===== src/rtl/rf_scoreboard_pkg.sv =====
// Shared definitions for the decode-stage register file: reg-0 index and the
// write-to-read bypass match helper.
package rf_pkg;

    localparam int unsigned REG0_IDX = 0;

    // True when a read port should take the in-flight writeback instead of storage.
    function automatic logic bypass_hit(
        input logic        bypassEn,
        input logic        wr,
        input int unsigned wsel,
        input int unsigned rsel
    );
        return bypassEn && wr && (wsel == rsel);
    endfunction

endpackage


===== src/rtl/rf_scoreboard_dffr_n.sv =====
// Generic flop bank with synchronous active-low reset and load enable.
module dffr_n #(
    parameter int WIDTH = 1
) (
    input  logic             clk_i,
    input  logic             rst_ni,
    input  logic             en_i,
    input  logic [WIDTH-1:0] d_i,
    output logic [WIDTH-1:0] q_o
);

    logic [WIDTH-1:0] q_q;

    always_ff @(posedge clk_i) begin
        if (!rst_ni) begin
            q_q <= '0;
        end else if (en_i) begin
            q_q <= d_i;
        end
    end

    assign q_o = q_q;

endmodule


===== src/rtl/rf_scoreboard.sv =====
// Parametrised two-read/one-write register file with bypass, optional zero
// register, per-register busy scoreboard and sticky error flag.
module rf_scoreboard
    import rf_pkg::*;
#(
    parameter int WIDTH    = 16,
    parameter int DEPTH    = 8,
    parameter int SELW     = $clog2(DEPTH),
    parameter bit BYPASS   = 1'b1,
    parameter bit ZERO_REG = 1'b0
) (
    input  logic             clk,
    input  logic             rst,
    input  logic [SELW-1:0]  read1regsel,
    input  logic [SELW-1:0]  read2regsel,
    output logic [WIDTH-1:0] read1data,
    output logic [WIDTH-1:0] read2data,
    output logic             read1busy,
    output logic             read2busy,
    input  logic [SELW-1:0]  writeregsel,
    input  logic [WIDTH-1:0] writedata,
    input  logic             write,
    input  logic [SELW-1:0]  rsvregsel,
    input  logic             rsv,
    output logic             err
);

    logic [WIDTH-1:0]      regQ [DEPTH];
    logic [DEPTH-1:0]      busyQ;
    logic [DEPTH-1:0]      busyD;
    logic                  errQ;
    logic                  errD;
    logic                  wrEn;
    logic                  rsvEn;
    logic                  errSet;
    logic [SELW-1:0]       rdSel [2];
    logic [1:0][WIDTH:0]   rdOut;

    function automatic logic selOk(input logic [SELW-1:0] s);
        return int'({1'b0, s}) < DEPTH;
    endfunction

    function automatic logic isReg0(input logic [SELW-1:0] s);
        return ZERO_REG && (int'({1'b0, s}) == int'(REG0_IDX));
    endfunction

    // Returns {busy, data} for one read port; out-of-range selects read as idle zero.
    function automatic logic [WIDTH:0] readMux(
        input logic [SELW-1:0]  sel,
        input logic [WIDTH-1:0] regVal,
        input logic             busyVal,
        input logic             wr,
        input logic [SELW-1:0]  wsel,
        input logic [WIDTH-1:0] wdata
    );
        logic [WIDTH-1:0] data;
        logic             busy;
        data = '0;
        busy = 1'b0;
        if (selOk(sel)) begin
            data = regVal;
            busy = busyVal;
            if (bypass_hit(BYPASS, wr, int'({1'b0, wsel}), int'({1'b0, sel}))) begin
                data = wdata;
                busy = 1'b0;
            end
            if (isReg0(sel)) begin
                data = '0;
                busy = 1'b0;
            end
        end
        return {busy, data};
    endfunction

    assign wrEn  = write && selOk(writeregsel) && !isReg0(writeregsel);
    assign rsvEn = rsv && selOk(rsvregsel) && !isReg0(rsvregsel);

    for (genvar i = 0; i < DEPTH; i++) begin : g_reg
        dffr_n #(.WIDTH(WIDTH)) u_reg (
            .clk_i  (clk),
            .rst_ni (rst),
            .en_i   (wrEn && (int'({1'b0, writeregsel}) == i)),
            .d_i    (writedata),
            .q_o    (regQ[i])
        );
    end

    // A reservation landing with a writeback to the same register wins: new producer.
    always_comb begin
        busyD = busyQ;
        if (wrEn) begin
            busyD[writeregsel] = 1'b0;
        end
        if (rsvEn) begin
            busyD[rsvregsel] = 1'b1;
        end
        if (ZERO_REG) begin
            busyD[REG0_IDX] = 1'b0;
        end
    end

    dffr_n #(.WIDTH(DEPTH)) u_busy (
        .clk_i  (clk),
        .rst_ni (rst),
        .en_i   (1'b1),
        .d_i    (busyD),
        .q_o    (busyQ)
    );

    always_comb begin
        errSet = 1'b0;
        if (write && !selOk(writeregsel)) errSet = 1'b1;
        if (rsv && !selOk(rsvregsel)) errSet = 1'b1;
        if (!selOk(read1regsel) || !selOk(read2regsel)) errSet = 1'b1;
        if (rsvEn && busyQ[rsvregsel] && !(wrEn && (writeregsel == rsvregsel))) begin
            errSet = 1'b1;
        end
        errD = errQ | errSet;
    end

    dffr_n #(.WIDTH(1)) u_err (
        .clk_i  (clk),
        .rst_ni (rst),
        .en_i   (1'b1),
        .d_i    (errD),
        .q_o    (errQ)
    );

    assign rdSel[0] = read1regsel;
    assign rdSel[1] = read2regsel;

    for (genvar p = 0; p < 2; p++) begin : g_read
        assign rdOut[p] = readMux(rdSel[p], regQ[rdSel[p]], busyQ[rdSel[p]],
                                  write, writeregsel, writedata);
    end

    assign read1data = rdOut[0][WIDTH-1:0];
    assign read1busy = rdOut[0][WIDTH];
    assign read2data = rdOut[1][WIDTH-1:0];
    assign read2busy = rdOut[1][WIDTH];
    assign err       = errQ;

endmodule


===== config.mk =====
export PLATFORM = sky130hd
export DESIGN_NAME = rf_scoreboard
export DESIGN_NICKNAME = d
export VERILOG_FILES = /design/src/rtl/rf_scoreboard_pkg.sv /design/src/rtl/rf_scoreboard_dffr_n.sv /design/src/rtl/rf_scoreboard.sv
export SDC_FILE = /design/constraint.sdc
export NUM_CORES = 1
export LEC_CHECK = 0
export BUFFER_PORTS_ARGS = -buffer_cell sky130_fd_sc_hd__buf_2
export CAP_MARGIN = 25
export CORE_ASPECT_RATIO = 1.5
export CORE_MARGIN = 10
export CORE_UTILIZATION = 42
export DETAILED_ROUTE_END_ITERATION = 12
export SYNTH_ARGS = -nofsm -noshare
export SYNTH_HDL_FRONTEND = slang
export SYNTH_HIERARCHICAL = 1
export SYNTH_SLANG_ARGS = --single-unit

===== constraint.sdc =====
create_clock -name clk -period 7.2 [get_ports clk]
set_input_delay 1.44 -clock clk [delete_from_list [all_inputs] [get_ports clk]]
set_output_delay 1.44 -clock clk [all_outputs]
set_load 0.1 [all_outputs]

* After elaboration in Yosys (flattened, before gate mapping)
Cells that the tools add are included.
Word-level totals: bits in registers 137, input bits 32, output and inout bits 35, logic and storage cells 74
Cells by class: $lt $le $gt $ge 8, equal/unequal tests 10, multiplexer cells 23, bitwise logic cells 6, reductions and logical operators 17
Operators by type and width (count):
- 16-bit binary-select mux with 3-bit select | 2
- 16-bit two-way mux | 6
- 3-bit by 4-bit < comparator with 1-bit output, second input constant | 4
- 8-bit two-way mux | 2
- 1-bit logical AND | 15
- 3-bit == test, second input constant | 4
- 1-bit binary-select mux with 3-bit select | 3
- 3-bit == test | 3
- 8-bit AND | 1
- 4-bit >= comparator, second input constant | 2
- 1-bit two-way mux | 8
- 3-bit NOT with 4-bit output | 2
- 8-bit NOT | 1
- 8-bit bitwise OR | 1
- 1-bit demux with 3-bit select | 2
- 3-bit by 2-bit == test with 1-bit output, second input constant | 2
- 3-bit by 1-bit >= comparator with 1-bit output, second input constant | 2
- 3-bit by 1-bit == test with 1-bit output, second input constant | 1
- 3-bit logical NOT | 1
- 1-bit logical NOT | 1
- 1-bit bitwise OR | 1

* Logic depth before layout (Yosys ltp)
Gate-level depths: netlist (run 1).
depth in word-level cells 9, gate-level depth with buffers 7, gate-level depth less buffers 5

* Cells and area by module
Netlist (run 1), hierarchy kept.
By module, submodules not included:
- dffr_n at g_reg[0].u_reg ... | times used 8, cells each 51, area each 615.6 um2, sequential area each 320.3 um2
- rf_scoreboard | times used 1, cells each 219, area each 3153.0 um2, sequential area each 0.0 um2
- dffr_n at u_busy | times used 1, cells each 25, area each 301.5 um2, sequential area each 160.2 um2
- dffr_n at u_err | times used 1, cells each 3, area each 36.3 um2, sequential area each 20.0 um2

* Worst setup path after synthesis (run 1)
OpenSTA, ideal clock, no wires.
path type input-to-output, start point in read1regsel[1], end point out read1data[0], data arrival time 3.091 ns, data required time 5.760 ns, slack 2.669 ns, stages 5, buffers on the path 2, cells stage by stage clkbuf_1 clkbuf_1 mux4_2 mux2_2 mux2_2
On the way: cells in the longest elaborated chain, start to end 5, elaborated cells between the ends (all ways) 7, classes of those cells eq/ne: 1; mux: 4; bitwise: 1; reduce/logical: 1
Ends and longest elaborated chain:
- start, declared | line rf_scoreboard.sv:14 | input logic [SELW-1:0] read1regsel,
- 3-bit NOT with 4-bit output (implied by the code) | line rf_scoreboard.sv:133 | assign rdOut[p] = readMux(rdSel[p], regQ[rdSel[p]], busyQ[rdSel[p]],
- 16-bit binary-select mux with 3-bit select | line rf_scoreboard.sv:133
- 16-bit two-way mux (implied by the code) (2 in a row) | line rf_scoreboard.sv:133
- 16-bit two-way mux * | line rf_scoreboard.sv:63 | if (bypass_hit(BYPASS, wr, int'({1'b0, wsel}), int'({1'b0, sel}))) begin
- end, declared | line rf_scoreboard.sv:16 | output logic [WIDTH-1:0] read1data,
Mark *: on every way between the ends. The rest lies on a longest branch, timed or not. The select of a mux whose other input is x is not followed.

* Worst setup path in the final report (run 1)
start point in read2regsel[0], end point out read2data[10]
On the way: cells in the longest elaborated chain, start to end 5, elaborated cells between the ends (all ways) 7, classes of those cells eq/ne: 1; mux: 4; bitwise: 1; reduce/logical: 1
Ends and longest elaborated chain:
- start, declared | line rf_scoreboard.sv:15 | input logic [SELW-1:0] read2regsel,
- 3-bit NOT with 4-bit output (implied by the code) | line rf_scoreboard.sv:133
- 16-bit binary-select mux with 3-bit select | line rf_scoreboard.sv:133
- 16-bit two-way mux (implied by the code) (2 in a row) | line rf_scoreboard.sv:133
- 16-bit two-way mux * | line rf_scoreboard.sv:63
- end, declared | line rf_scoreboard.sv:17 | output logic [WIDTH-1:0] read2data,
Marked as above.

==> run_results.csv, run 1 <==
group,metric,value,unit
global_route,gr-usage-all-layers,15.8,%
timing,slew_headroom,32.8,%
logic_synthesis,synth_area_leaders,"dfxtp_1, mux2i_1, mux4_1",
cts,cts_buffer_depth,2,
worst_hold_path,min_path_type,"reg2reg",
critical_path,cp_max_fo,19,
logic_synthesis,synth_cell_type_count,27,
die,start_util,42.7,%
timing,setup_ws,1890,ps
detailed_routing,wl_per_cell,21.1,um
placement,place.gp.congestion,0.821,
global_route,antenna_found_initial,0,
detailed_routing,wl,20600,um
global_route,grt_overflow,0,
cts,cts_resized,0,
placement,dp_cells,941,
timing,final-max-slew-violation-count,0,
layout,area_delta_synth_final,10.3,%
detailed_routing,drt_first_pass_iters,4,
detailed_routing,drc_errors,0,
die,die_y,193,um
cts,htree_num_levels,4,
placement,io_buffers,66,
logic_synthesis,async_flop_share,0,%
cts,clk_pin_slew,60,ps
logic_synthesis,syn_area,8420,sq um
global_route,grt_pass1_wl,32600,um
cts,cts_sinks,137,
logic_synthesis,seq_area_frac_synth,32.6,%
detailed_routing,detail-route-antenna-nets,0,
cts,cts_tree,"built",
global_route,first_global_vias,5744,
critical_path,worstPathCellList,"buf_2 > xnor2_1 > nand4_2 > mux2_2 > buf_2",
cts,clock_latency,410,ps
layout,nNetsFinal,733,
cts,cts_setup_buffers,0,
logic_synthesis,ys_ff_latch,137,
layout,finalNonFillerCells,974,
layout,antenna_cells,0,
timing,skew,3.50,ps
timing,rsz0062_at_grt,"false",
critical_path,path_class,"in2out",
cts,cts-buffers-inserted,17,
timing,setup_tns,0,ps
timing,tightest_slew,1010,ps
outcome,status,"finished clean",
critical_path,cpMostUsedCell,"buf_2",
die,fp-row-count,63,
cts,holdBufCountCts,0,
logic_synthesis,syn_area_per_cell,12.8,sq um
critical_path,slowest_stage,"nand4_2",
critical_path,end_kind,"output pin",
timing,hold_viol_final,0,
global_route,grt_max_degree,138,
logic_synthesis,synth_edf_count,0,
logic_synthesis,netlist.area_leader.share,32.6,%
critical_path,crit_required,5760,ps
layout,fillers,1835,
critical_path,path_delay_family,"buffers and inverters",
timing,finalSetupViolations,0,
pwr,power,1.99,mW
detailed_routing,drt-initial-drc-count,348,
detailed_routing,avgViaCountPerCell,5.50,
placement,place_ws,1860,ps
placement,dpl.hpwl,12700,um
pwr,peakVddDrop,0.000143,V
layout,drive_above_1_share,28.7,%
logic_synthesis,ys_warn_count,6,
die,core_area,19700,sq um
timing,fmax,188,MHz
critical_path,start_kind,"input pin",
detailed_routing,vias,5356,
logic_synthesis,yosys.area.top_type,"dfxtp_1",
pwr,leakage,3.56,nW
layout,fin_util,47.1,%
critical_path,crit_buf_inv,2,
flow_run,maxCapViolCount,0,
cts,cts-root-buf,"clkbuf_16",
die,fp.dieW,136,um
critical_path,cp.arrival,3870,ps
pwr,p_per_area,215,nW/um^2
critical_path,critPathMaxStageDelay,790,ps
logic_synthesis,synth-main-ff-cell,"dfxtp_1",
timing,period_share,73.7,%
logic_synthesis,syn_inst,655,
die,ios,67,
die,dieArea,26200,sq um
timing,fin_crit,5310,ps
power by group:
part	leakage, nW	switching (mW)	internal (mW)
Combinational	2.14	0.181	0.103
Clock	0.305	0.314	0.607
Sequential	1.11	0.0128	0.775
Total	3.56	0.508	1.49
layout by cell type, fill, tap and decap left out, types with 3 or more instances in the layout:
cell       count
xnor2_1        9
mux4_2        25
bufinv_16      4
mux2_2        47
clkbuf_8       3
mux2i_1      138
clkbuf_16     17
clkbuf_1       5
buf_2         66
buf_4         10
mux4_1        44
o21ai_0        7
o21ai_1        5
inv_1          4
nor2b_1      137
nand2b_1       6
nor2_4         4
nand2_1        6
dfxtp_1      137
mux2_4        19
kinds of logic after synthesis:
| family | count (synthesis) | synth area share, % |
|---|---|---|
| XOR/XNOR | 9 | 0.937 |
| multiplexers | 273 | 46.5 |
| AND/OR/NAND/NOR | 163 | 11.8 |
| flip-flops | 137 | 32.6 |
| AO/OA/AOI/OAI | 17 | 1.20 |
| buffers and inverters | 55 | 6.85 |
| other | 1 | 0.0446 |
registers in the layout, indices dropped and copies added (netlist names):
name         cells
u_busy/q_o       8
u_err/q_o        1
g.u_reg/q_o    128
area by class of cell:
type / instances / area, sq um / share of cell area, %
multi-input combinational: 464 / 5140 / 55.4
sequential: 137 / 2740 / 29.5
inverter: 4 / 15.0 / 0.162
tap: 260 / 325 / 3.50
timing repair buffer: 77 / 433 / 4.66
clock buffer: 25 / 485 / 5.23
clock inverter: 7 / 139 / 1.50
cells in the mapped netlist, types with 2 or more instances:
library cell  number
clkbuf_1          20
o21ai_1            5
nor2b_1          137
buf_6             13
buf_12            14
nor2_1             7
nand2b_1           6
inv_1              4
mux2_2            47
mux2i_1          138
dfxtp_1          137
nor3_1             2
buf_8              4
and2_1             2
mux2_4            19
nand4_2            2
mux4_1            44
o21ai_0            7
o32ai_1            2
xnor2_1            9
nand2_1            6
mux4_2            25
per-layer routing:
| layer | up-vias | global-route usage, % | part of all wire [%] |
|---|---|---|---|
| li1 | 2530 | - | - |
| met3 | 22 | 3.27 | 4.5 |
| met1 | 2656 | 19.4 | 41 |
| met5 | - | 0 | 0 |
| met4 | 0 | 4.23 | 1.1 |
| met2 | 148 | 27.1 | 53 |
stage by stage:
stage | hold slack, ps | area, sq um
after detailed placement | 519 | 8630
final | 530 | 9290
after global placement | 503 | 8630
after global routing | 553 | 9290
after floorplan | 488 | 8420
after CTS | 535 | 9260
worst paths after layout:
check	from	end	slack, ps	cells after the start
worst min-delay path	g_reg[1].u_reg/q_o[7]$_SDFFE_PN0P_	g_reg[1].u_reg/q_o[7]$_SDFFE_PN0P_	530	2
worst max-delay path	read2regsel[0]	read2data[10]	1890	5
worst max register to register	u_busy/q_o[7]$_SDFFE_PN0P_	u_err/q_o$_SDFFE_PN0P_	5750	5
worst min register to register	g_reg[1].u_reg/q_o[7]$_SDFFE_PN0P_	g_reg[1].u_reg/q_o[7]$_SDFFE_PN0P_	530	2
tightest hold or removal path: stages, from the launching register on:
cell and delay, ps:
dfxtp_1 310, mux2i_1 120, nor2b_1 50
(Power assumes the default switching activity.)
==> run 2, diff against run 1 <==
clock period = 4.5 ns   (was 7.2 ns; I/O delays follow)
==> run 2 against run 1 <==
Die area unchanged. Worst setup slack got worse by 1100 ps. Critical endpoint is now read1data[14]. Combinational power increased by 72%. Largest cell class unchanged. Critical path type unchanged. Clock skew increased by 3.8 ps. Design area increased by 3.3%. First-iteration DRC count decreased by 0.57%. Final cell count increased by 0.82%. Global-route usage increased by 0.36 points. Count of clock-buffer cells in the layout decreased by 8. Sequential power increased by 60%.
==> run_results.csv, run 2 (synthesis results as in run 1) <==
group,metric,value,unit
pwr,seq_power_share,38.6,%
layout,layout_commonest_cell,"mux2i_1",
cts,clk_pin_slew,60,ps
detailed_routing,wl_per_cell,21.5,um
pwr,switching_share,27.4,%
timing,fmax,266,MHz
layout,final_cell_mix,"mux2i_1, nor2b_1, dfxtp_1",
outcome,status,"finished clean",
detailed_routing,vias,5479,
layout,largest_register_ffs,128,
die,fp.dieW,136,um
layout,finalNonFillerCells,982,
critical_path,slowest_stage,"mux4_1",
pwr,peakVddDrop,0.000260,V
critical_path,critPathMaxStageDelay,570,ps
timing,finalSetupViolations,0,
placement,place.gp.congestion,0.855,
timing,skew,7.31,ps
timing,setup_tns,0,ps
critical_path,cp_max_fo,10,
die,start_util,42.7,%
cts,cts-root-buf,"clkbuf_16",
cts,cts_tree,"built",
cts,holdBufCountCts,0,
layout,seqCellArea,2740,sq um
cts,cts_resized,0,
layout,antenna_cells,0,
layout,nNetsFinal,741,
timing,final-max-slew-violation-count,0,
cts,cts_setup_buffers,0,
detailed_routing,drc_errors,0,
critical_path,path_class,"in2out",
detailed_routing,wl,21100,um
timing,hold_viol_final,0,
layout,drive_above_1_share,30.2,%
cts,clock_latency,430,ps
pwr,p_comb_share,14.9,%
die,die_y,193,um
placement,dp_cells,950,
cts,cts-buffers-inserted,17,
global_route,antenna_found_initial,0,
timing,fin_crit,3760,ps
critical_path,start_kind,"input pin",
pwr,clock_power_share,46.5,%
pwr,p_per_area,341,nW/um^2
flow_run,maxCapViolCount,0,
detailed_routing,drt-initial-drc-count,346,
detailed_routing,drt_first_pass_iters,5,
critical_path,end_kind,"output pin",
layout,area_delta_synth_final,14.0,%
critical_path,path_delay_family,"multiplexers",
die,dieArea,26200,sq um
global_route,gr-usage-all-layers,16.2,%
cts,cts_sinks,137,
cts,htree_num_levels,4,
pwr,power,3.27,mW
detailed_routing,avgViaCountPerCell,5.58,
critical_path,reg2reg_slack,3040,ps
global_route,first_global_vias,5836,
pwr,power.switching,0.896,mW
placement,io_buffers,66,
critical_path,worstPathCellList,"buf_2 > buf_4 > mux4_1 > mux2_2 > mux2_4 > buf_2",
die,core_area,19700,sq um
global_route,grt_overflow,0,
pwr,leakage,3.65,nW
timing,period_share,83.5,%
timing,tightest_slew,944,ps
global_route,grt_max_degree,106,
layout,fillers,1775,
critical_path,cpMostUsedCell,"buf_2",
critical_path,cp.arrival,2860,ps
timing,slew_headroom,36.9,%
timing,holdWs,529,ps
die,ios,67,
global_route,grt_pass1_wl,33100,um
detailed_routing,detail-route-antenna-nets,0,
cts,cts_buffer_depth,2,
pwr,p_int,2.37,mW
layout,fin_util,48.7,%
placement,dpl.hpwl,13700,um
die,fp-row-count,63,
worst_hold_path,min_path_type,"reg2reg",
timing,rsz0062_at_grt,"false",
critical_path,crit_required,3600,ps
critical_path,crit_buf_inv,3,
layout,multi_input_area,5150,sq um
run 2: changes by cell type in the layout (fill, tap and decap cells not counted), moves of 3 or more:
cell and change:
buf_12 +17, buf_2 -13, buf_4 +5, clkbuf_1 -5, clkbuf_8 -3, inv_6 +5
run 2: per-stage QoR:
step           setup slack, ps  cell area, sq um
3_5_place_dp               712              8960
3_3_place_gp               751              8960
6_report                   744              9600
2_1_floorplan             1050              8420
5_1_grt                    661              9600
4_1_cts                    713              9600
run 2: final cells by class:
cell class / count / share of cell area [%]
inverter: 4 / 0.156
tap: 260 / 3.39
timing repair buffer: 85 / 7.48
clock buffer: 17 / 4.43
sequential: 137 / 28.6
clock inverter: 15 / 2.23
multi-input combinational: 464 / 53.7
run 2: final timing paths:
check / start / endpoint / cells past startpoint
worst min-delay path: g_reg[1].u_reg/q_o[3]$_SDFFE_PN0P_ / g_reg[1].u_reg/q_o[3]$_SDFFE_PN0P_ / 2
worst max-delay path: read1regsel[0] / read1data[14] / 6
worst min register to register: g_reg[1].u_reg/q_o[3]$_SDFFE_PN0P_ / g_reg[1].u_reg/q_o[3]$_SDFFE_PN0P_ / 2
worst max register to register: u_busy/q_o[7]$_SDFFE_PN0P_ / u_err/q_o$_SDFFE_PN0P_ / 5
run 2: tightest hold or removal path: stages, from the launching register on:
cell and delay [ps]:
dfxtp_1 320, mux2i_1 120, nor2b_1 50
run 2: per-layer routing:
metal | GRT usage, % | wire length, um | vias to the layer above | part of all wire [%]
li1 | - | - | 2545 | -
met1 | 19.1 | 9090 | 2763 | 43
met2 | 27.3 | 10600 | 137 | 50
met3 | 4.07 | 908 | 34 | 4.3
met4 | 5.98 | 446 | 0 | 2.1
met5 | 0 | 0 | - | 0
run 2: power groups by stage:
| stage | sequential [mW] | combinational [mW] | clock [mW] |
|---|---|---|---|
| floorplan | 1.28 | 0.373 | 0 |
| global placement | 1.29 | 0.482 | 0 |
| detailed placement | 1.29 | 0.489 | 0 |
| CTS | 1.26 | 0.491 | 1.55 |
| global route | 1.26 | 0.514 | 1.60 |
| finish | 1.26 | 0.488 | 1.52 |
==> run 3, diff against run 2 <==
ABC_AREA = 1   (was unset)
clock period = 3.2 ns   (was 4.5 ns; I/O delays follow)
==> run 3 against run 2 <==
Critical path depth grew 3. Clock power grew 39%. Flip-flop and latch count is the same. Non-clock buffer count rose by 17. Count of clock-buffer cells in the layout is 8 higher. Final cell count grew 110%. Critical path type unchanged. Combinational power rose to 2.9 times the previous value. Worst hold slack lost 60 ps. Clock skew fell by 6.6 ps. Largest power group unchanged. Sequential share of layout area shrank 3.2 points. Worst setup slack lost 370 ps. Power up 63%.
==> run_results.csv, run 3 <==
group,metric,value,unit
worst_hold_path,hold_start,"g_reg[7].u_reg/q_o[1]$_SDFFE_PN0P_",
die,core_area,22400,sq um
global_route,grt_pass1_wl,52200,um
layout,layout_commonest_cell,"nand2_1",
logic_synthesis,synth-main-ff-cell,"dfxtp_1",
placement,dpl.hpwl,21600,um
cts,holdBufCountCts,0,
critical_path,slowest_stage,"buf_2",
global_route,first_global_vias,9704,
logic_synthesis,synth_edf_count,0,
placement,io_buffers,66,
timing,fin_crit,2830,ps
placement,dp_cells,2004,
global_route,grt_max_degree,100,
timing,setup_tns,0,ps
logic_synthesis,ys_warn_count,6,
outcome,status,"finished clean",
cts,cts-root-buf,"clkbuf_16",
global_route,grt_overflow,0,
pwr,peakVddDrop,0.000414,V
pwr,leakage,5.67,nW
logic_synthesis,netlist.area_leader.share,28.7,%
logic_synthesis,synth_area_leaders,"dfxtp_1, nand2_1, nand3_1",
logic_synthesis,synthMostInstantiatedCell,"nand2_1",
cts,cts_setup_buffers,0,
global_route,antenna_found_initial,1,
cts,cts_sinks,137,
die,fp.dieW,143,um
logic_synthesis,async_flop_share,0,%
logic_synthesis,seq_area_frac_synth,28.7,%
global_route,gr-usage-all-layers,22.6,%
timing,tightest_slew,752,ps
die,fp-row-count,67,
worst_hold_path,hold_path_end,"g_reg[7].u_reg/q_o[1]$_SDFFE_PN0P_",
detailed_routing,wl_per_cell,16.2,um
timing,finalSetupViolations,0,
placement,place.gp.congestion,0.872,
detailed_routing,wl,32900,um
critical_path,start_kind,"input pin",
layout,largest_register_ffs,128,
critical_path,cp_max_fo,17,
critical_path,reg2reg_slack,2020,ps
critical_path,critPathMaxStageDelay,450,ps
detailed_routing,drt-initial-drc-count,928,
detailed_routing,vias,10200,
cts,cts_buffer_depth,2,
worst_hold_path,min_path_type,"reg2reg",
critical_path,end_kind,"output pin",
critical_path,rr_worst_depth,12,
die,ios,67,
critical_path,worstReg2RegEnd,"u_err/q_o$_SDFFE_PN0P_",
worst_hold_path,holdPathStages,2,
layout,finalNonFillerCells,2037,
pwr,p_per_area,494,nW/um^2
critical_path,crit_required,2560,ps
critical_path,r2r-start,"u_busy/q_o[3]$_SDFFE_PN0P_",
detailed_routing,avgViaCountPerCell,5.03,
layout,nNetsFinal,1779,
layout,multi_input_area,5080,sq um
die,die_y,205,um
logic_synthesis,yosys-top-cells-count,"nand2_1, inv_1, nor2_1, nand3_1, dfxtp_1",
logic_synthesis,yosys.area.top_type,"dfxtp_1",
logic_synthesis,synth_cell_type_count,27,
die,dieArea,29300,sq um
detailed_routing,detail-route-antenna-nets,0,
logic_synthesis,syn_area_per_cell,5.55,sq um
logic_synthesis,syn_area,9570,sq um
die,start_util,42.7,%
timing,final-max-slew-violation-count,0,
timing,period_share,88.3,%
cts,clock_latency,440,ps
layout,final_cell_mix,"nand2_1, inv_1, nor2_1",
timing,rsz0062_at_grt,"false",
logic_synthesis,ys_ff_latch,137,
logic_synthesis,syn_inst,1724,
layout,drive_above_1_share,11.0,%
cts,cts_resized,0,
flow_run,maxCapViolCount,0,
timing,hold_viol_final,0,
cts,cts_tree,"built",
layout,fillers,2352,
critical_path,cpMostUsedCell,"nand2_1",
layout,seqCellArea,2740,sq um
cts,clk_pin_slew,60,ps
timing,slew_headroom,49.8,%
critical_path,cp.arrival,2190,ps
cts,htree_num_levels,4,
timing,skew,0.752,ps
critical_path,worstPathCellList,"buf_2 > inv_4 > nand2_1 > nand2_1 > nor2_4 > nand2_4 > nand3_1 > nand2_1 > buf_2",
detailed_routing,drt_first_pass_iters,5,
cts,cts-buffers-inserted,17,
critical_path,path_class,"in2out",
timing,fmax,354,MHz
detailed_routing,drc_errors,0,
layout,area_delta_synth_final,12.9,%
run 3: cell types whose count changed after synthesis, moves of 19 or more:
cell / change
mux4_2: -25
nand3_1: +255
inv_1: +272
buf_2: +22
nor2_2: +25
mux2_4: -19
mux2_2: -47
mux4_1: -44
nor2_1: +263
nor2b_1: -137
mux2i_1: -138
nand2_1: +608
run 3: how the worst max path moves through the flow:
stage                              start           end  slack (ps)  cells after the start
after floorplan           read1regsel[2]     read1busy         380                      8
after global placement    read1regsel[1]  read1data[1]         360                      9
after detailed placement  read1regsel[1]  read1data[1]         370                      9
after CTS                 read1regsel[1]  read1data[1]         370                      9
after global routing      read1regsel[0]     read1busy         280                      7
final                     read1regsel[1]  read1data[1]         370                      9
run 3: worst max-delay path, delay by kind of cell:
kind,cells,cell delay (ps)
buffers and inverters,3,800
and+or+nand+nor,6,730
run 3: cell type report:
class,instances,area share [%]
clock buffer,25,4.68
tap,276,3.20
clock inverter,7,1.04
antenna,1,0.0232
timing repair buffer,102,8.67
multi-input combinational,1204,47.0
inverter,285,9.98
sequential,137,25.4
run 3: cell families after synthesis:
| logic type | count (synthesis) | synth area share, % |
|---|---|---|
| compound gates | 21 | 1.41 |
| buf+inv | 385 | 18.6 |
| flops | 137 | 28.7 |
| other cells | 1 | 0.0392 |
| simple gates | 1180 | 51.3 |
run 3: routing by layer:
layer | share of wire, % | track usage [%] | up-vias
li1 | - | - | 5153
met3 | 6.5 | 4.08 | 71
met5 | 0 | 0 | -
met2 | 48 | 38.6 | 366
met1 | 42 | 27.1 | 4655
met4 | 3.2 | 9.58 | 0
run 3: power breakdown:
part           internal (mW)  switching, mW
Combinational          0.389           1.03
Sequential              1.77         0.0350
Clock                   1.33          0.785
run 3: stage by stage:
step                      power (mW)  utilization [%]  setup slack, ps  hold slack (ps)  area, sq um
after floorplan                 2.85                -              375              449         9580
after global placement          3.25             45.5              361              458        10200
after detailed placement        3.26             45.5              368              462        10200
after CTS                       5.36             48.2              369              470        10800
after global routing            5.55             48.2              283              485        10800
final                           5.34             48.2              373              469        10800
